--- src/rtl/solver_pkg.sv ---
// Shared widths, bin geometry, variable-state field offsets and the
// bin loader state encoding.
package solver_pkg;

   localparam int ADDR_WIDTH        = 31;
   localparam int WIDTH_BIN_I       = 16;
   localparam int WIDTH_TOTAL_BIN   = 16;
   localparam int NUM_CLAUSES_A_BIN = 8;
   localparam int NUM_VARS_A_BIN    = 18;
   localparam int WIDTH_CLAUSE      = 2 * NUM_VARS_A_BIN;
   localparam int WIDTH_VAR_STATE   = 19;

   localparam int C = NUM_CLAUSES_A_BIN;
   localparam int V = NUM_VARS_A_BIN;

   localparam int LC_IDX_W = $clog2(C);
   localparam int LV_IDX_W = $clog2(V);
   localparam int CNT_W    = (LV_IDX_W > LC_IDX_W) ? LV_IDX_W : LC_IDX_W;

   // variable state layout: {level[15:0], implied, value[1:0]}
   localparam int VS_VALUE_LSB   = 0;
   localparam int VS_VALUE_W     = 2;
   localparam int VS_IMPLIED_BIT = 2;
   localparam int VS_LEVEL_LSB   = 3;
   localparam int VS_LEVEL_W     = 16;

   typedef enum logic [2:0] {
      IDLE      = 3'd0,
      LD_CLAUSE = 3'd1,
      LD_VAR    = 3'd2,
      LD_FLUSH  = 3'd3,
      LD_DONE   = 3'd4,
      UP_VAR    = 3'd5,
      UP_DONE   = 3'd6
   } bl_state_e;

   // bin * per_bin + idx, wrapping at the global address width
   function automatic logic [ADDR_WIDTH-1:0] bin_addr(
      input logic [WIDTH_BIN_I-1:0] bin,
      input logic [ADDR_WIDTH-1:0]  per_bin,
      input logic [CNT_W-1:0]       idx
   );
      logic [ADDR_WIDTH-1:0] a;
      a = ADDR_WIDTH'(bin) * per_bin + ADDR_WIDTH'(idx);
      return a;
   endfunction

endpackage

--- src/rtl/bin_loader_if.sv ---
// Control handshakes plus global RAM and local array ports of the bin loader.
// master = loader side, slave = control FSM / memories side.
interface bin_loader_if;
   import solver_pkg::*;

   logic                       start_load_i;
   logic [WIDTH_BIN_I-1:0]     bin_num_i;
   logic [WIDTH_TOTAL_BIN-1:0] total_bin_num_i;
   logic                       done_load_o;
   logic                       start_update_i;
   logic                       done_update_o;
   logic                       busy_o;
   logic                       err_o;
   logic [WIDTH_BIN_I-1:0]     cur_bin_num_o;

   logic                       cmem_rd_en_o;
   logic [ADDR_WIDTH-1:0]      cmem_addr_o;
   logic [WIDTH_CLAUSE-1:0]    cmem_rdata_i;

   logic                       vmem_rd_en_o;
   logic                       vmem_wr_en_o;
   logic [ADDR_WIDTH-1:0]      vmem_addr_o;
   logic [WIDTH_VAR_STATE-1:0] vmem_wdata_o;
   logic [WIDTH_VAR_STATE-1:0] vmem_rdata_i;

   logic                       lc_wr_en_o;
   logic [LC_IDX_W-1:0]        lc_index_o;
   logic [WIDTH_CLAUSE-1:0]    lc_data_o;

   logic                       lv_wr_en_o;
   logic [LV_IDX_W-1:0]        lv_index_o;
   logic [WIDTH_VAR_STATE-1:0] lv_data_o;
   logic [LV_IDX_W-1:0]        lv_rd_index_o;
   logic [WIDTH_VAR_STATE-1:0] lv_rd_data_i;

   modport master (
      input  start_load_i, bin_num_i, total_bin_num_i, start_update_i,
             cmem_rdata_i, vmem_rdata_i, lv_rd_data_i,
      output done_load_o, done_update_o, busy_o, err_o, cur_bin_num_o,
             cmem_rd_en_o, cmem_addr_o,
             vmem_rd_en_o, vmem_wr_en_o, vmem_addr_o, vmem_wdata_o,
             lc_wr_en_o, lc_index_o, lc_data_o,
             lv_wr_en_o, lv_index_o, lv_data_o, lv_rd_index_o
   );

   modport slave (
      output start_load_i, bin_num_i, total_bin_num_i, start_update_i,
             cmem_rdata_i, vmem_rdata_i, lv_rd_data_i,
      input  done_load_o, done_update_o, busy_o, err_o, cur_bin_num_o,
             cmem_rd_en_o, cmem_addr_o,
             vmem_rd_en_o, vmem_wr_en_o, vmem_addr_o, vmem_wdata_o,
             lc_wr_en_o, lc_index_o, lc_data_o,
             lv_wr_en_o, lv_index_o, lv_data_o, lv_rd_index_o
   );

endinterface

--- src/rtl/bin_loader_rd_pipe.sv ---
// One-stage valid/index delay so the local write index lines up with RAM
// read data that returns one cycle after the read enable.
module bin_rd_pipe #(
   parameter int IDX_W = 3
) (
   input  logic             clk,
   input  logic             rst,
   input  logic             issue_i,
   input  logic [IDX_W-1:0] index_i,
   output logic             valid_o,
   output logic [IDX_W-1:0] index_o
);

   // delay the read issue and its index by one cycle
   always_ff @(posedge clk) begin
      if (!rst) begin
         valid_o <= 1'b0;
         index_o <= '0;
      end else begin
         valid_o <= issue_i;
         index_o <= issue_i ? index_i : '0;
      end
   end

endmodule

--- src/rtl/bin_loader.sv ---
// Bin swap engine: loads a bin's clauses and variable states into the local
// arrays, and writes the local variable states back to global memory.
//
// state     | meaning
// ----------+----------------------------------------------------
// IDLE      | waiting for a load or update request
// LD_CLAUSE | issuing clause RAM reads, k = 0..C-1
// LD_VAR    | issuing variable RAM reads, i = 0..V-1
// LD_FLUSH  | last variable read lands in the local array
// LD_DONE   | done_load_o pulse (also the bad-bin error path)
// UP_VAR    | writing local variable i back to global memory
// UP_DONE   | done_update_o pulse (also the no-bin-loaded error path)
module bin_loader
   import solver_pkg::*;
(
   input  logic    clk,
   input  logic    rst,
   bin_loader_if.master bus
);

   bl_state_e              state, state_nxt;
   logic [CNT_W-1:0]       cnt, cnt_nxt;
   logic [WIDTH_BIN_I-1:0] cur_bin, cur_bin_nxt;
   logic                   err, err_nxt;
   logic                   loaded, loaded_nxt;

   logic                   lc_valid;
   logic [LC_IDX_W-1:0]    lc_idx;
   logic                   lv_valid;
   logic [LV_IDX_W-1:0]    lv_idx;

   bin_rd_pipe #(.IDX_W(LC_IDX_W)) u_cpipe (
      .clk     (clk),
      .rst     (rst),
      .issue_i (bus.cmem_rd_en_o),
      .index_i (cnt[LC_IDX_W-1:0]),
      .valid_o (lc_valid),
      .index_o (lc_idx)
   );

   bin_rd_pipe #(.IDX_W(LV_IDX_W)) u_vpipe (
      .clk     (clk),
      .rst     (rst),
      .issue_i (bus.vmem_rd_en_o),
      .index_i (cnt[LV_IDX_W-1:0]),
      .valid_o (lv_valid),
      .index_o (lv_idx)
   );

   // state, index counter, current bin and sticky flags
   always_ff @(posedge clk) begin
      if (!rst) begin
         state   <= IDLE;
         cnt     <= '0;
         cur_bin <= '0;
         err     <= 1'b0;
         loaded  <= 1'b0;
      end else begin
         state   <= state_nxt;
         cnt     <= cnt_nxt;
         cur_bin <= cur_bin_nxt;
         err     <= err_nxt;
         loaded  <= loaded_nxt;
      end
   end

   // next-state logic and memory-side outputs
   always_comb begin
      state_nxt         = state;
      cnt_nxt           = cnt;
      cur_bin_nxt       = cur_bin;
      err_nxt           = err;
      loaded_nxt        = loaded;
      bus.done_load_o   = 1'b0;
      bus.done_update_o = 1'b0;
      bus.cmem_rd_en_o  = 1'b0;
      bus.cmem_addr_o   = '0;
      bus.vmem_rd_en_o  = 1'b0;
      bus.vmem_wr_en_o  = 1'b0;
      bus.vmem_addr_o   = '0;
      bus.vmem_wdata_o  = '0;
      bus.lv_rd_index_o = '0;

      case (state)
         IDLE: begin
            if (bus.start_load_i) begin
               cnt_nxt = '0;
               if (bus.start_update_i) err_nxt = 1'b1;
               if (bus.bin_num_i >= bus.total_bin_num_i) begin
                  err_nxt   = 1'b1;
                  state_nxt = LD_DONE;
               end else begin
                  cur_bin_nxt = bus.bin_num_i;
                  loaded_nxt  = 1'b1;
                  state_nxt   = LD_CLAUSE;
               end
            end else if (bus.start_update_i) begin
               cnt_nxt = '0;
               if (!loaded) begin
                  err_nxt   = 1'b1;
                  state_nxt = UP_DONE;
               end else begin
                  state_nxt = UP_VAR;
               end
            end
         end
         LD_CLAUSE: begin
            bus.cmem_rd_en_o = 1'b1;
            bus.cmem_addr_o  = bin_addr(cur_bin, ADDR_WIDTH'(C), cnt);
            if (cnt == CNT_W'(C - 1)) begin
               cnt_nxt   = '0;
               state_nxt = LD_VAR;
            end else begin
               cnt_nxt = cnt + 1'b1;
            end
         end
         LD_VAR: begin
            bus.vmem_rd_en_o = 1'b1;
            bus.vmem_addr_o  = bin_addr(cur_bin, ADDR_WIDTH'(V), cnt);
            if (cnt == CNT_W'(V - 1)) begin
               cnt_nxt   = '0;
               state_nxt = LD_FLUSH;
            end else begin
               cnt_nxt = cnt + 1'b1;
            end
         end
         LD_FLUSH: state_nxt = LD_DONE;
         LD_DONE: begin
            bus.done_load_o = 1'b1;
            state_nxt       = IDLE;
         end
         UP_VAR: begin
            bus.lv_rd_index_o = cnt[LV_IDX_W-1:0];
            bus.vmem_wr_en_o  = 1'b1;
            bus.vmem_addr_o   = bin_addr(cur_bin, ADDR_WIDTH'(V), cnt);
            bus.vmem_wdata_o  = bus.lv_rd_data_i;
            if (cnt == CNT_W'(V - 1)) begin
               cnt_nxt   = '0;
               state_nxt = UP_DONE;
            end else begin
               cnt_nxt = cnt + 1'b1;
            end
         end
         UP_DONE: begin
            bus.done_update_o = 1'b1;
            state_nxt         = IDLE;
         end
         default: state_nxt = IDLE;
      endcase

      // requests arriving mid-operation are dropped but flagged
      if (state != IDLE && (bus.start_load_i || bus.start_update_i))
         err_nxt = 1'b1;
   end

   // status and local-array write side
   always_comb begin
      bus.busy_o        = (state != IDLE);
      bus.err_o         = err;
      bus.cur_bin_num_o = cur_bin;
      bus.lc_wr_en_o    = lc_valid;
      bus.lc_index_o    = lc_idx;
      bus.lc_data_o     = lc_valid ? bus.cmem_rdata_i : '0;
      bus.lv_wr_en_o    = lv_valid;
      bus.lv_index_o    = lv_idx;
      bus.lv_data_o     = lv_valid ? bus.vmem_rdata_i : '0;
   end

endmodule

--- src/flat_wrapper.sv ---
// flat-port wrapper written by rule: the top's interface ports become plain ports
module bin_loader_flat import solver_pkg::*;
  (clk, rst, bus_start_load_i, bus_bin_num_i, bus_total_bin_num_i, bus_start_update_i, bus_cmem_rdata_i, bus_vmem_rdata_i, bus_lv_rd_data_i, bus_done_load_o, bus_done_update_o, bus_busy_o, bus_err_o, bus_cur_bin_num_o, bus_cmem_rd_en_o, bus_cmem_addr_o, bus_vmem_rd_en_o, bus_vmem_wr_en_o, bus_vmem_addr_o, bus_vmem_wdata_o, bus_lc_wr_en_o, bus_lc_index_o, bus_lc_data_o, bus_lv_wr_en_o, bus_lv_index_o, bus_lv_data_o, bus_lv_rd_index_o);
  bin_loader_if bus_i ();
  input  logic clk;
  input  logic rst;
  input wire logic [$bits(bus_i.start_load_i)-1:0] bus_start_load_i;
  input wire logic [$bits(bus_i.bin_num_i)-1:0] bus_bin_num_i;
  input wire logic [$bits(bus_i.total_bin_num_i)-1:0] bus_total_bin_num_i;
  input wire logic [$bits(bus_i.start_update_i)-1:0] bus_start_update_i;
  input wire logic [$bits(bus_i.cmem_rdata_i)-1:0] bus_cmem_rdata_i;
  input wire logic [$bits(bus_i.vmem_rdata_i)-1:0] bus_vmem_rdata_i;
  input wire logic [$bits(bus_i.lv_rd_data_i)-1:0] bus_lv_rd_data_i;
  output wire logic [$bits(bus_i.done_load_o)-1:0] bus_done_load_o;
  output wire logic [$bits(bus_i.done_update_o)-1:0] bus_done_update_o;
  output wire logic [$bits(bus_i.busy_o)-1:0] bus_busy_o;
  output wire logic [$bits(bus_i.err_o)-1:0] bus_err_o;
  output wire logic [$bits(bus_i.cur_bin_num_o)-1:0] bus_cur_bin_num_o;
  output wire logic [$bits(bus_i.cmem_rd_en_o)-1:0] bus_cmem_rd_en_o;
  output wire logic [$bits(bus_i.cmem_addr_o)-1:0] bus_cmem_addr_o;
  output wire logic [$bits(bus_i.vmem_rd_en_o)-1:0] bus_vmem_rd_en_o;
  output wire logic [$bits(bus_i.vmem_wr_en_o)-1:0] bus_vmem_wr_en_o;
  output wire logic [$bits(bus_i.vmem_addr_o)-1:0] bus_vmem_addr_o;
  output wire logic [$bits(bus_i.vmem_wdata_o)-1:0] bus_vmem_wdata_o;
  output wire logic [$bits(bus_i.lc_wr_en_o)-1:0] bus_lc_wr_en_o;
  output wire logic [$bits(bus_i.lc_index_o)-1:0] bus_lc_index_o;
  output wire logic [$bits(bus_i.lc_data_o)-1:0] bus_lc_data_o;
  output wire logic [$bits(bus_i.lv_wr_en_o)-1:0] bus_lv_wr_en_o;
  output wire logic [$bits(bus_i.lv_index_o)-1:0] bus_lv_index_o;
  output wire logic [$bits(bus_i.lv_data_o)-1:0] bus_lv_data_o;
  output wire logic [$bits(bus_i.lv_rd_index_o)-1:0] bus_lv_rd_index_o;
  assign bus_i.start_load_i = bus_start_load_i;
  assign bus_i.bin_num_i = bus_bin_num_i;
  assign bus_i.total_bin_num_i = bus_total_bin_num_i;
  assign bus_i.start_update_i = bus_start_update_i;
  assign bus_i.cmem_rdata_i = bus_cmem_rdata_i;
  assign bus_i.vmem_rdata_i = bus_vmem_rdata_i;
  assign bus_i.lv_rd_data_i = bus_lv_rd_data_i;
  assign bus_done_load_o = bus_i.done_load_o;
  assign bus_done_update_o = bus_i.done_update_o;
  assign bus_busy_o = bus_i.busy_o;
  assign bus_err_o = bus_i.err_o;
  assign bus_cur_bin_num_o = bus_i.cur_bin_num_o;
  assign bus_cmem_rd_en_o = bus_i.cmem_rd_en_o;
  assign bus_cmem_addr_o = bus_i.cmem_addr_o;
  assign bus_vmem_rd_en_o = bus_i.vmem_rd_en_o;
  assign bus_vmem_wr_en_o = bus_i.vmem_wr_en_o;
  assign bus_vmem_addr_o = bus_i.vmem_addr_o;
  assign bus_vmem_wdata_o = bus_i.vmem_wdata_o;
  assign bus_lc_wr_en_o = bus_i.lc_wr_en_o;
  assign bus_lc_index_o = bus_i.lc_index_o;
  assign bus_lc_data_o = bus_i.lc_data_o;
  assign bus_lv_wr_en_o = bus_i.lv_wr_en_o;
  assign bus_lv_index_o = bus_i.lv_index_o;
  assign bus_lv_data_o = bus_i.lv_data_o;
  assign bus_lv_rd_index_o = bus_i.lv_rd_index_o;
  bin_loader u_core (.clk(clk), .rst(rst), .bus(bus_i));
endmodule
--- config.mk ---
export PLATFORM = sky130hd
export DESIGN_NAME = bin_loader_flat
export DESIGN_NICKNAME = d
export VERILOG_FILES = /design/src/rtl/solver_pkg.sv /design/src/rtl/bin_loader_if.sv /design/src/rtl/bin_loader_rd_pipe.sv /design/src/rtl/bin_loader.sv /design/src/flat_wrapper.sv
export SDC_FILE = /design/constraint.sdc
export NUM_CORES = 1
export LEC_CHECK = 0
export CELL_PAD_IN_SITES_DETAIL_PLACEMENT = 1
export CELL_PAD_IN_SITES_GLOBAL_PLACEMENT = 1
export CORE_MARGIN = 2
export CORE_UTILIZATION = 25
export DETAILED_ROUTE_END_ITERATION = 16
export GPL_TIMING_DRIVEN = 0
export HOLD_SLACK_MARGIN = 0.1
export PLACE_DENSITY_LB_ADDON = 0.12
export SYNTH_ARGS = -nofsm -noshare
export SYNTH_HDL_FRONTEND = slang
export SYNTH_SLANG_ARGS = --single-unit
--- constraint.sdc ---
create_clock -name clk -period 6.6 [get_ports clk]
set_input_delay 1.32 -clock clk [delete_from_list [all_inputs] [get_ports clk]]
set_output_delay 1.32 -clock clk [all_outputs]
set_load 0.01 [all_outputs]
==> results of run 1 <==
[through the flow]
step	instances	total power, W
3_5_place_dp	1071	0.001094
4_1_cts	1079	0.001372
3_3_place_gp	1071	0.001075
2_1_floorplan	584	0.0007218
5_1_grt	1079	0.001464
6_report	1079	0.001354
[cell usage after synthesis, drive strengths merged (18+ instances only)]
| cell | n |
|---|---|
| a21o | 19 |
| nor2 | 43 |
| a21oi | 25 |
| clkbuf | 23 |
| xor2 | 20 |
| xnor2 | 18 |
| and3 | 36 |
| buf | 26 |
| inv | 26 |
| dfxtp | 36 |
| ha | 50 |
| nor2b | 27 |
| and2 | 72 |
| nand2 | 18 |
| mux2i | 19 |
[final cells by class]
class                   count  area (um^2)
plain buffers              49        274.0
clock buffers               5        125.1
clock inverters             3        42.54
fillers                  2085         9653
inverters                  26        97.59
multi-input cells         473         3359
flip-flops and latches     36        720.7
well taps                 225        281.5
repair buffers            262         2623
[power groups by stage]
stage	clock network (W)	logic [W]	registers, W
3_3_place_gp	0	0.000760	0.000315
5_1_grt	0.000286	0.000858	0.000320
2_1_floorplan	0	0.000422	0.000299
4_1_cts	0.000277	0.000783	0.000312
6_report	0.000273	0.000772	0.000310
3_5_place_dp	0	0.000778	0.000317
[per-layer routing]
metal,vias to the layer above,GRT usage (%)
met3,16,4.251
met5,-,0
li1,2480,-
met4,0,3.299
met1,2357,21.70
met2,165,37.30
[registers in the layout (all words and copies together) (netlist names)]
name                      cells
u_core.cnt                    5
u_core.state                  3
u_core.u_vpipe.index_o        5
u_core.u_cpipe.index_o        3
u_core.bus.err_o              1
u_core.u_cpipe.valid_o        1
u_core.loaded                 1
u_core.u_vpipe.valid_o        1
u_core.bus.cur_bin_num_o     16
[worst reg2reg max path, delay by kind of cell, from the launching register on]
family	cells	cell delay [ps]
buffers and inverters	3	1120
AND/OR/NAND/NOR	4	770
flip-flops	1	310
multiplexers	1	240
[cell families (layout without fill, tap and decap cells)]
logic type | after synthesis | in the layout
muxes | 19 | 19
AOI/OAI and AO/OA | 83 | 83
xor gates and xnor gates | 38 | 38
and+or+nand+nor | 259 | 259
DFF | 36 | 36
other | 1 | 21
adders and majority gates | 53 | 53
buffers and inverters | 75 | 345
[worst max path at each step]
| stage | start | end | slack, ps | cells after the start |
|---|---|---|---|---|
| 2_1_floorplan | u_core.bus.cur_bin_num_o[1] | bus_vmem_addr_o[20] | 1960 | 11 |
| 3_3_place_gp | u_core.bus.cur_bin_num_o[4] | bus_vmem_addr_o[20] | 1140 | 12 |
| 3_5_place_dp | u_core.bus.cur_bin_num_o[1] | bus_vmem_addr_o[20] | 1110 | 12 |
| 4_1_cts | u_core.bus.cur_bin_num_o[1] | bus_vmem_addr_o[20] | 770 | 12 |
| 5_1_grt | u_core.bus.cur_bin_num_o[4] | bus_vmem_addr_o[20] | 500 | 12 |
| 6_report | u_core.bus.cur_bin_num_o[4] | bus_vmem_addr_o[20] | 860 | 12 |
==> impl_summary.txt, run 1 <==
----------------------------------------------------
[Status]
  Run status ... finished clean

[Synth]
  Synth Flop Type ... dfxtp_1
  Count of flip-flops with a built-in enable after synthesis ... 0
  Share of async-settable or async-resettable flops after synthesis ... 0%
  Yosys synthesis warning count ... 0
  Synth Cell Area ... 4377 um^2
  Number of flip-flops and latches in the synthesized netlist ... 36
  Xor and xnor area share after synthesis ... 7.604%
  Fraction of the yosys area taken by sequential cells ... 16.47%
  Fraction of the mapped netlist area in compound gates ... 12.89%
  Share of Yosys cell area claimed by the top area cell type ... 16.47%
  Syn_area_per_cell ... 7.760 um^2
  Dominant combinational cell family by area after synthesis ... simple AND/OR/NAND/NOR gates
  Post-Synth Adder-Cell Area ... 15.67%
  Number of standard cells after synthesis ... 564
  Top area cells in the synthesized netlist ... dfxtp_1, ha_1, and2_1, and3_1, mux2i_1
  Distinct cell type count of the synthesized netlist ... 59
  Simple-gate share of the synthesized area ... 34.45%
  Post-synthesis mux area share ... 4.345%
  Area leader, netlist ... dfxtp_1

[Power]
  Worst voltage drop across the vdd grid ... 0.00009514 V
  Sw Share ... 40.47%
  Share of power burned in the clock network ... 20.2%
  Proportion of power drawn by combinational gates ... 57.0%
  Internal power ... 0.0008062 W
  Power density relative to cell area ... 180.0 nW/um^2
  Sequential share of power ... 22.9%
  Static Leakage ... 3.264 nW
  Psw ... 0.0005480 W

[Timing]
  Timing-limited maximum frequency ... 0.1741 GHz
  Number of max-slew violations in the final report ... 0
  Number of failing setup endpoints in the final timing report ... 0
  Post-route clock period utilization ... 87.04%
  Final critical-path setup slack ... 855.3 ps
  Setup skew after layout ... 4.841 ps
  Worst hold slack across all endpoints ... 532.6 ps
  Final critical-path required period ... 5745 ps
  Final number of hold-violating endpoints ... 0
  Setup repair after global routing missed its margin ... no
  Slew margin rel. ... 57.49%
  Total Negative Setup Slacks ... 0 ps
  Actual transition at the worst max-transition pin ... 637.7 ps

[Worst setup path]
  Cell at the slowest stage of the critical path ... clkdlybuf4s50_1
  Largest delay share family, worst path ... compound AO/OA/AOI/OAI gates
  Largest fanout of any net on the critical path ... 9
  R2R Path Start ... u_core.state[1]
  CP dominant cell by count ... ha_1
  Cell Chain, Critical Path ... ha_1 > ha_1 > fa_1 > a211oi_1 > o211ai_1 > a221oi_1 > xnor2_1 > o311ai_2 > nor3_4 > a31oi_1 > nor4_1 > clkdlybuf4s50_1
  Kind of start point of the critical path ... flip-flop
  Type of the setup path with the least slack ... flip-flop to output pin
  Worst reg2reg setup slack ... 4040 ps
  Worst stage delay on the critical path ... 600 ps
  CP bufs+invs ... 1
  Data required time at the worst endpoint ... 5280 ps
  Length in cells of the worst reg-to-reg path ... 8
  Crit Reg-Reg Endpoint ... u_core.bus.cur_bin_num_o[9]
  Crit end category ... output pin
  Arrival time of data at the critical path endpoint ... 4420 ps

[Die]
  Core Region ... 17180 um^2
  Starting density of the core ... 25.48%
  # rows ... 48
  Width of the die ... 136.3 um
  Count of pins on the block boundary ... 284
  Total die area ... 18580 um^2
  Height of the die ... 136.3 um

[Route]
  Met1 wire length ... 7.332 mm
  First-pass detailed-route iteration total ... 4
  Post-route antenna net violation count ... 0
  Vias per inst ... 4.651
  Met2 wirelength from detailed routing ... 9.916 mm
  Overall routed net length ... 18.70 mm
  Top routing layer in use ... met4
  Iteration-0 DRC count of the detailed router ... 136
  Via count ... 5018
  Routed length per placed instance ... 17.33 um
  Met3 WL post-DR ... 1.245 mm
  Number of remaining DRC errors ... 0

[Final layout]
  Fraction of layout cells with a size suffix above 1 ... 5.035%
  Number of diodes ... 0
  Core occupancy in the finished layout ... 43.80%
  Most used cells in the layout excluding fill and tap cells ... clkdlybuf4s50_1, and2_1, ha_1
  NumNets Final ... 1016
  Area overhead of the layout relative to synthesis ... 71.90%
  Post-Layout Inst Area ... 7523 um^2
  Most common cell after layout, fill and taps aside ... clkdlybuf4s50_1

[Clock tree]
  Hold-fix buffers, CTS ... 0
  PostCTS Resize Cnt ... 0
  Deepest level of the CTS H-tree ... 2
  Bufs on Longest Clock Path ... 2
  Clock tree from TritonCTS ... yes
  Post-CTS Setup Inserts ... 0
  Master cell of the clock root buffer ... clkbuf_16
  Clock tree sinks ... 36
  Worst-skew pair later-pin latency ... 280 ps
  CTS clock-pin slew for the worst setup and hold paths ... 50 ps
  Total CTS buffers ... 5

[Hold path]
  Worst hold-check path type ... flip-flop to flip-flop
  Terminating pin of the worst hold path ... u_core.loaded
  Startpoint of the lowest-slack hold path ... u_core.loaded
  Number of cells on the worst hold path ... 1

[Place]
  Port buffer count ... 262
  Worst setup slack before clock tree synthesis ... 1106 ps
  Routability cong. ... 0.8078
  Detailed-placement wirelength estimate ... 16.18 mm
  Area post-placement ... 7356 um^2

[Global routing]
  Residual overflow from global routing ... 0
  Global-route wire length before repair ... 28.21 mm
  Vias in the first global route ... 5099
  Maximum number of pins on one net before global-route repair ... 13
  All-Layer GR Usage ... 19.31%
  Initial antenna violation count ... 0

[Flow run]
  Maxcap violations ... 0

----------------------------------------------------
Power figures use the tool's default switching activity.
==> inputs of run 2 (changes only) <==
--- a/config.mk
+++ b/config.mk
@@ -5,10 +5,11 @@
 export SDC_FILE = /design/constraint.sdc
 export NUM_CORES = 1
 export LEC_CHECK = 0
+export CAP_MARGIN = 20
 export CELL_PAD_IN_SITES_DETAIL_PLACEMENT = 1
 export CELL_PAD_IN_SITES_GLOBAL_PLACEMENT = 1
 export CORE_MARGIN = 2
-export CORE_UTILIZATION = 25
+export CORE_UTILIZATION = 27
 export DETAILED_ROUTE_END_ITERATION = 16
 export GPL_TIMING_DRIVEN = 0
 export HOLD_SLACK_MARGIN = 0.1
==> impl_summary.txt, run 2 (same netlist as run 1, synthesis figures left out) <==
----------------------------------------------------
[Timing]
  Actual transition at the worst max-transition pin ... 670.4 ps (was 637.7 ps)
  Final number of hold-violating endpoints ... 0 (unchanged)
  Number of failing setup endpoints in the final timing report ... 0 (unchanged)
  Post-route clock period utilization ... 86.74% (was 87.04%)
  Worst hold slack across all endpoints ... 529.7 ps (was 532.6 ps)
  Timing-limited maximum frequency ... 0.1747 GHz (was 0.1741 GHz)
  Final critical-path setup slack ... 875.5 ps (was 855.3 ps)
  Setup skew after layout ... 5.209 ps (was 4.841 ps)
  Final critical-path required period ... 5725 ps (was 5745 ps)
  Number of max-slew violations in the final report ... 0 (unchanged)
  Total Negative Setup Slacks ... 0 ps (unchanged)
  Slew margin rel. ... 55.31% (was 57.49%)
  Setup repair after global routing missed its margin ... no (unchanged)

[Die]
  Starting density of the core ... 27.55% (was 25.48%)
  # rows ... 46 (was 48)
  Width of the die ... 131.3 um (was 136.3 um)
  Total die area ... 17240 um^2 (was 18580 um^2)
  Height of the die ... 131.3 um (was 136.3 um)
  Count of pins on the block boundary ... 284 (unchanged)
  Core Region ... 15890 um^2 (was 17180 um^2)

[Worst setup path]
  Largest fanout of any net on the critical path ... 9 (unchanged)
  CP bufs+invs ... 1 (unchanged)
  Worst reg2reg setup slack ... 4010 ps (was 4040 ps)
  Crit Reg-Reg Endpoint ... u_core.bus.cur_bin_num_o[9] (unchanged)
  Length in cells of the worst reg-to-reg path ... 8 (unchanged)
  Cell at the slowest stage of the critical path ... clkdlybuf4s50_1 (unchanged)
  Arrival time of data at the critical path endpoint ... 4400 ps (was 4420 ps)
  Kind of start point of the critical path ... flip-flop (unchanged)
  Worst stage delay on the critical path ... 580 ps (was 600 ps)
  R2R Path Start ... u_core.state[1] (unchanged)
  Crit end category ... output pin (unchanged)
  Data required time at the worst endpoint ... 5280 ps (about the same)
  Type of the setup path with the least slack ... flip-flop to output pin (unchanged)
  CP dominant cell by count ... ha_1 (unchanged)
  Cell Chain, Critical Path ... ha_1 > ha_1 > fa_1 > a211oi_1 > o211ai_1 > a221oi_1 > xnor2_1 > o311ai_2 > nor3_4 > a31oi_1 > nor4_1 > clkdlybuf4s50_1 (unchanged)
  Largest delay share family, worst path ... compound AO/OA/AOI/OAI gates (unchanged)

[Global routing]
  Vias in the first global route ... 5092 (was 5099)
  Initial antenna violation count ... 0 (unchanged)
  Residual overflow from global routing ... 0 (unchanged)
  All-Layer GR Usage ... 19.66% (was 19.31%)
  Global-route wire length before repair ... 27.78 mm (was 28.21 mm)
  Maximum number of pins on one net before global-route repair ... 12 (was 13)

[Route]
  First-pass detailed-route iteration total ... 4 (unchanged)
  Via count ... 4956 (was 5018)
  Number of remaining DRC errors ... 0 (unchanged)
  Iteration-0 DRC count of the detailed router ... 110 (was 136)
  Vias per inst ... 4.632 (was 4.651)
  Routed length per placed instance ... 16.31 um (was 17.33 um)
  Post-route antenna net violation count ... 0 (unchanged)
  Overall routed net length ... 17.45 mm (was 18.70 mm)

[Clock tree]
  Worst-skew pair later-pin latency ... 280 ps (about the same)
  Clock tree from TritonCTS ... yes (unchanged)
  Master cell of the clock root buffer ... clkbuf_16 (unchanged)
  Total CTS buffers ... 5 (unchanged)
  Bufs on Longest Clock Path ... 2 (unchanged)
  Clock tree sinks ... 36 (unchanged)
  CTS clock-pin slew for the worst setup and hold paths ... 60 ps (was 50 ps)
  Deepest level of the CTS H-tree ... 2 (unchanged)
  PostCTS Resize Cnt ... 0 (unchanged)
  Post-CTS Setup Inserts ... 0 (unchanged)
  Hold-fix buffers, CTS ... 0 (unchanged)

[Power]
  Sw Share ... 40.71% (was 40.47%)
  Proportion of power drawn by combinational gates ... 58.4% (was 57.0%)
  Power density relative to cell area ... 174.9 nW/um^2 (was 180.0 nW/um^2)
  Static Leakage ... 3.261 nW (was 3.264 nW)
  Internal power ... 0.0007770 W (was 0.0008062 W)
  Total design power ... 0.001311 W (was 0.001354 W)
  Psw ... 0.0005335 W (was 0.0005480 W)
  Sequential share of power ... 23.5% (was 22.9%)
  Share of power burned in the clock network ... 18.1% (was 20.2%)
  Worst voltage drop across the vdd grid ... 0.00009978 V (was 0.00009514 V)

[Flow run]
  Maxcap violations ... 0 (unchanged)

[Hold path]
  Number of cells on the worst hold path ... 1 (unchanged)
  Startpoint of the lowest-slack hold path ... u_core.loaded (unchanged)
  Terminating pin of the worst hold path ... u_core.loaded (unchanged)
  Worst hold-check path type ... flip-flop to flip-flop (unchanged)

[Final layout]
  Fraction of layout cells with a size suffix above 1 ... 5.035% (unchanged)
  Post-Layout Inst Area ... 7493 um^2 (was 7523 um^2)
  Number of diodes ... 0 (unchanged)
  Most used cells in the layout excluding fill and tap cells ... clkdlybuf4s50_1, and2_1, ha_1 (unchanged)
  Most common cell after layout, fill and taps aside ... clkdlybuf4s50_1 (unchanged)
  Number of flip-flops in the largest register ... 16 (unchanged)
  NumNets Final ... 1016 (unchanged)
  Area overhead of the layout relative to synthesis ... 71.21% (was 71.90%)

[Status]
  Run status ... finished clean (unchanged)

[Place]
  Worst setup slack before clock tree synthesis ... 1172 ps (was 1106 ps)
  Port buffer count ... 262 (unchanged)
  Routability cong. ... 0.8569 (was 0.8078)
  Area post-placement ... 7345 um^2 (was 7356 um^2)
  Detailed-placement wirelength estimate ... 15.05 mm (was 16.18 mm)

----------------------------------------------------
## run 2: cell types whose count changed in the layout (fill, tap and decap cells not counted)
cell	before	now
clkbuf_8	0	1
clkinvlp_4	1	0
clkinv_2	1	2
bufinv_16	1	0
## run 2: power by group through the flow
stage | Combinational (W) | Clock, W | Sequential (W)
after detailed placement | 0.000771 | 0 | 0.000314
after CTS | 0.000776 | 0.000244 | 0.000310
after global routing | 0.000850 | 0.000254 | 0.000317
after floorplan | 0.000422 | 0 | 0.000299
after global placement | 0.000752 | 0 | 0.000313
final | 0.000766 | 0.000237 | 0.000308
## run 2: routing by layer
layer,routed length [um],GRT usage [%]
met5,0,0
met4,315,5.072
met3,1043,4.861
met2,9009,36.73
met1,7079,22.20
## run 2: worst max path at each step
stage,startpoint,endpoint,slack (ps),cells after the start
after floorplan,u_core.bus.cur_bin_num_o[1],bus_vmem_addr_o[20],1960,11
after global placement,u_core.bus.cur_bin_num_o[4],bus_vmem_addr_o[20],1220,12
after detailed placement,u_core.bus.cur_bin_num_o[4],bus_vmem_addr_o[20],1170,12
after CTS,u_core.bus.cur_bin_num_o[4],bus_vmem_addr_o[20],820,12
after global routing,u_core.bus.cur_bin_num_o[4],bus_vmem_addr_o[20],480,12
final,u_core.bus.cur_bin_num_o[4],bus_vmem_addr_o[20],880,12
## run 2: layout make-up
type	count	area, um^2
multi-input cells	473	3359
well taps	216	270.3
plain buffers	49	274.0
clock inverters	2	10.01
flip-flops and latches	36	720.7
inverters	26	97.59
fillers	1922	8392
repair buffers	262	2623
clock buffers	6	138.9
## run 2: stage by stage
stage	util, %	std cells
finish	47.17	1070
global route	47.17	1070
CTS	47.17	1070
detailed placement	46.24	1062
global placement	46.24	1062
floorplan	-	584
